`src/rtl/ysyx_22050550_pc_gen.sv`:
```
// Fetch-PC generator: holds the fetch PC and picks the next one from trap, return, jump or sequential advance.
// A small circular return-address stack predicts targets for returns.
module ysyx_22050550_pc_gen #(
    parameter int              XLEN       = 64,
    parameter logic [XLEN-1:0] RESET_PC   = 64'h80000000,
    parameter int              INST_BYTES = 4,
    parameter int              RAS_DEPTH  = 4
) (
    input  logic                           clock,
    input  logic                           reset,
    input  logic                           ready,
    input  logic                           id_valid,
    input  logic                           id_jump,
    input  logic                           id_call,
    input  logic                           id_ret,
    input  logic [XLEN-1:0]                id_target,
    input  logic [XLEN-1:0]                id_link,
    input  logic                           trap_valid,
    input  logic [XLEN-1:0]                trap_pc,
    output logic [XLEN-1:0]                pc,
    output logic [XLEN-1:0]                npc,
    output logic [$clog2(RAS_DEPTH):0]     ras_count,
    output logic                           ras_hit
);

    localparam int PW = $clog2(RAS_DEPTH);
    localparam int CW = PW + 1;
    localparam logic [CW-1:0]   DEPTH_C = CW'(RAS_DEPTH);
    localparam logic [XLEN-1:0] STEP_C  = XLEN'(INST_BYTES);

    logic [XLEN-1:0] pc_q, pc_d;
    logic [PW-1:0]   tp_q, tp_d;
    logic [CW-1:0]   cnt_q, cnt_d;
    logic [XLEN-1:0] ras_q [RAS_DEPTH];

    logic            ras_we;
    logic [PW-1:0]   ras_waddr;
    logic            id_act, do_call, do_ret, ras_empty;
    logic [XLEN-1:0] tgt_aligned, ret_tgt;

    always_comb begin
        id_act      = id_valid & ~trap_valid;
        do_call     = id_act & id_call;
        do_ret      = id_act & id_ret;
        ras_empty   = (cnt_q == '0);
        tgt_aligned = {id_target[XLEN-1:1], 1'b0};
        ret_tgt     = ras_empty ? tgt_aligned : ras_q[tp_q];
        ras_hit     = do_ret & ~ras_empty;

        if (trap_valid)   pc_d = trap_pc;
        else if (do_ret)  pc_d = ret_tgt;
        else if (id_act && id_jump) pc_d = tgt_aligned;
        else if (ready)   pc_d = pc_q + STEP_C;
        else              pc_d = pc_q;
        npc = pc_d;
    end

    // Coroutine swap (call+ret on a non-empty stack) replaces the top in place.
    always_comb begin
        tp_d      = tp_q;
        cnt_d     = cnt_q;
        ras_we    = 1'b0;
        ras_waddr = tp_q + 1'b1;
        if (do_call && (!do_ret || ras_empty)) begin
            ras_we = 1'b1;
            tp_d   = tp_q + 1'b1;
            cnt_d  = (cnt_q == DEPTH_C) ? cnt_q : cnt_q + 1'b1;
        end else if (do_call && do_ret) begin
            ras_we    = 1'b1;
            ras_waddr = tp_q;
        end else if (do_ret && !ras_empty) begin
            tp_d  = tp_q - 1'b1;
            cnt_d = cnt_q - 1'b1;
        end
    end

    always_ff @(posedge clock or posedge reset) begin
        if (reset) begin
            pc_q  <= RESET_PC;
            tp_q  <= '0;
            cnt_q <= '0;
        end else begin
            pc_q  <= pc_d;
            tp_q  <= tp_d;
            cnt_q <= cnt_d;
        end
    end

    always_ff @(posedge clock) begin
        if (ras_we) ras_q[ras_waddr] <= id_link;
    end

    assign pc        = pc_q;
    assign ras_count = cnt_q;

endmodule
```
`config.mk`:
```
export PLATFORM = sky130hd
export DESIGN_NAME = ysyx_22050550_pc_gen
export DESIGN_NICKNAME = d
export VERILOG_FILES = /design/src/rtl/ysyx_22050550_pc_gen.sv
export SDC_FILE = /design/constraint.sdc
export NUM_CORES = 1
export LEC_CHECK = 0
export ABC_CLOCK_PERIOD_IN_PS = 6450
export BUFFER_PORTS_ARGS = -buffer_cell sky130_fd_sc_hd__buf_2
export CAP_MARGIN = 20
export CORE_MARGIN = 2
export CORE_UTILIZATION = 54
export DETAILED_ROUTE_END_ITERATION = 10
export HOLD_SLACK_MARGIN = 0.1
export MAX_ROUTING_LAYER = met4
export PLACE_DENSITY = 0.8
export RECOVER_POWER = 100
export SETUP_SLACK_MARGIN = 0.02
export SYNTH_ARGS = -nofsm -noshare
export SYNTH_HDL_FRONTEND = slang
export SYNTH_SLANG_ARGS = --single-unit
```
`constraint.sdc`:
```
create_clock -name clock -period 6.45 [get_ports clock]
set_clock_uncertainty 0.2 [all_clocks]
set_input_delay 0 -clock clock [delete_from_list [all_inputs] [get_ports clock]]
set_output_delay 0 -clock clock [all_outputs]
set_load 0.02 [all_outputs]
```
==> impl_summary.log <==
INFO  metric r2r.worst_path.cells = 5
INFO  metric design_power_total = 0.00675 W
INFO  metric clk_pin_slew = 0.06 ns
INFO  metric floorplan.initialDensity = 0.545
INFO  metric timing.rr.end = ras_q[0][46]$_DFFE_PP_
INFO  metric net-switching-power = 0.00223 W
INFO  metric via_count_of_the_first_global_routing_pass = 13500
INFO  metric path_max_fanout = 54
INFO  metric post_cts_resize_count = 0
INFO  metric drtAntennaViolNets = 0
INFO  metric clockBufferDepth = 3
INFO  metric critical_path_required = 6.25 ns
INFO  metric setup_repair_after_global_routing_missed_its_margin = false
INFO  metric min_period_over_period = 0.869
INFO  metric h_tree_depth = 2
INFO  metric finalCriticalPeriod = 5.61 ns
INFO  metric vias = 13300
INFO  metric portBuffers = 330
INFO  metric tritoncts_num_sinks = 325
INFO  metric critPathArrivalTime = 5.41 ns
INFO  metric die_height = 168 um
INFO  metric nFillCells = 1573
INFO  metric hold_viol = 0
INFO  metric detailedPlacementHpwl = 31900 um
INFO  metric first_iter_violations = 2132
INFO  metric cts_root_buf = sky130_fd_sc_hd__clkbuf_16
INFO  metric cp-start-kind = input pin
INFO  metric vias_per_cell = 6.64
INFO  metric grt_overflow_total = 0
INFO  metric synthFlopType = sky130_fd_sc_hd__edfxtp_1
INFO  metric layout.nets = 1812
INFO  metric crit-reg2reg-launch = ras_count[0]$_DFFE_PP0P_
INFO  metric ff2ff_setup_slack = 1.47 ns
INFO  metric seq_area_frac_synth = 0.648
INFO  metric setup_viol = 0
INFO  metric min_path_type = input pin to flop
INFO  metric placedInstanceArea = 16600 um^2
INFO  metric switching_share = 0.330
INFO  metric number_of_i_o_pins = 332
INFO  metric flip_flop_and_latch_count_after_synthesis = 325
INFO  metric tightest_slew = 2.75 ns
INFO  metric critPathCaptureType = output port
INFO  metric layout-drive-gt1-share = 0.213
INFO  metric wirelength = 55100 um
INFO  metric die_x = 168 um
INFO  metric report.final.slew_viol_count = 142
INFO  metric die_area = 28200 um^2
INFO  metric number_of_flops_mapped_to_enable_cells_by_yosys = 256
INFO  metric drt_first_pass_iters = 9
INFO  metric mostFrequentLayoutCells = sky130_fd_sc_hd__dlygate4sd3_1, sky130_fd_sc_hd__edfxtp_1, sky130_fd_sc_hd__buf_2
INFO  metric finish.instance_area = 20600 um^2
INFO  metric tritoncts = built
INFO  metric cts_buffer_count = 35
INFO  metric asyncSetResetFlopFracSynth = 0.212
INFO  metric power_per_cell_area = 327 nW/um^2
INFO  metric synth.cell_area = 14500 um^2
INFO  metric static-leakage-power = 7.41 nW
INFO  metric crit_start = trap_valid
INFO  metric power_frac_comb = 0.282
INFO  metric synth.avg_cell_area = 14.7 um^2
INFO  metric maxSlewHeadroom = -0.834
INFO  metric grt_usage = 0.400
INFO  metric netlist-cell-type-count = 65
INFO  metric ir_drop = 335 uV
INFO  metric fin_tns_setup = 0 ns
INFO  metric achievable-frequency = 178 MHz
INFO  metric power.clock.fraction = 0.313
INFO  metric layout_commonest_cell = sky130_fd_sc_hd__dlygate4sd3_1
INFO  metric worst-setup-path-type = input pin to output port
INFO  metric synthesis.nets = 1193
INFO  metric synthCells = 991
INFO  metric detail_route.wl_per_cell = 27.6 um
INFO  metric preCtsSetupSlack = 2.15 ns
INFO  metric status = complete, but fails checks
INFO  metric syn_to_final_growth = 42.1%
INFO  metric placement_rows = 60
INFO  metric setup_ws = 0.842 ns
INFO  metric globalplace.congestion = 0.946
INFO  metric timing.max_cap.violations = 4
INFO  metric pin_count_of_the_biggest_net_entering_global_routing = 70
INFO  metric antenna_violations_before_repair = 21
INFO  metric drc_violations_left = 0
INFO  metric pwr-share-seq = 0.404
INFO  metric failing_checks = capacitance limit, slew limit
INFO  metric clk_latency = 0.55 ns
INFO  metric grt_first_pass_wirelength = 81500 um
INFO  metric worst_setup_path_end = npc[41]
INFO  metric core-area = 26700 um^2
INFO  metric cellInternalPower = 0.00453 W
INFO  metric yosys_warnings = 0
[power by group through the flow]
stage	clock network (W)	logic [W]	registers, W
after global placement	0	0.00163	0.00274
final	0.00212	0.00191	0.00273
after detailed placement	0	0.00165	0.00276
after floorplan	0	0.00107	0.00271
after CTS	0.00210	0.00187	0.00271
after global routing	0.00220	0.00199	0.00275
[Yosys cell counts (all sizes together) (11+ instances only)]
library cell,count,area [um^2]
inv,14,52.6
o211ai,11,82.6
clkbuf,44,165
and3,19,119
edfxtp,256,7690
a221oi,15,131
o22ai,12,75.1
a221o,11,110
nand2,66,248
o21ai,25,125
nand4,51,332
a21oi,25,125
nor2,42,158
xor2,16,140
nor4,20,180
dfrtp,68,1700
buf,20,96.4
nand3,42,210
mux4,64,1440
nor3,24,125
[metal layers]
metal	GRT usage	part of all wire
met5	-	0
met4	0.223	0.065
met3	0.0947	0.12
met2	0.626	0.47
met1	0.484	0.34
[stage by stage]
stage                     hold slack (ns)   util  std cells
after global routing                0.179  0.774       2000
after detailed placement           0.0178  0.623       1617
after global placement             0.0129  0.623       1617
after CTS                           0.100  0.778       1975
after floorplan                    -0.101      -        991
final                               0.154  0.774       2000
[sequential cells by signal (all words and copies together), names as in the netlist]
name       flops
pc            64
ras_count      3
ras_q        256
tp_q           2
[how the worst min path moves through the flow]
| stage | cells after the start | end | slack (ns) | from |
|---|---|---|---|---|
| 2_1_floorplan | 0 | ras_q[0][0]$_DFFE_PP_ | -0.10 | id_link[0] |
| 3_3_place_gp | 1 | ras_q[2][21]$_DFFE_PP_ | 0.01 | id_link[21] |
| 3_5_place_dp | 1 | ras_q[0][48]$_DFFE_PP_ | 0.02 | id_link[48] |
| 4_1_cts | 2 | ras_q[2][39]$_DFFE_PP_ | 0.10 | id_link[39] |
| 5_1_grt | 4 | pc[32]$_DFF_PP0_ | 0.18 | trap_pc[32] |
| 6_report | 4 | pc[32]$_DFF_PP0_ | 0.15 | trap_pc[32] |
[critical path: stages]
cell,delay [ns]
sky130_fd_sc_hd__clkbuf_4,0.11
sky130_fd_sc_hd__clkbuf_1,1.93
sky130_fd_sc_hd__nand3b_1,0.70
sky130_fd_sc_hd__mux2i_4,1.02
sky130_fd_sc_hd__buf_4,0.42
sky130_fd_sc_hd__a221o_1,0.20
sky130_fd_sc_hd__dlygate4sd3_1,0.57
sky130_fd_sc_hd__a31oi_1,0.05
sky130_fd_sc_hd__o31ai_1,0.11
sky130_fd_sc_hd__clkbuf_1,0.28
[repair_timing]
item	4_1_cts	5_1_grt
setup buffers	0	0
hold buffers	294	1
hold endpoints to repair	392	21
[cells by family (layout without fill, tap and decap cells)]
group / count (synthesis) / count (layout) / share of synthesized area
AOI/OAI and AO/OA: 176 / 176 / 0.0885
and+or+nand+nor: 313 / 313 / 0.120
adders and majority gates: 2 / 2 / 0.00224
other: 0 / 22 / 0
xor gates and xnor gates: 26 / 26 / 0.0157
buffers and inverters: 79 / 725 / 0.0219
DFF: 325 / 325 / 0.648
muxes: 70 / 70 / 0.104
[layout make-up]
class                           count  area, um^2  area share
Clock buffer                       39         911      0.0441
Multi-Input combinational cell    587        4830       0.234
Clock inverter                     25         293      0.0142
Timing Repair Buffer              646        4640       0.225
Tap cell                          341         427      0.0207
Inverter                           15        57.6     0.00279
Antenna cell                       22        55.1     0.00267
Sequential cell                   325        9420       0.457
No activity file was read; power rests on OpenSTA's default activity.
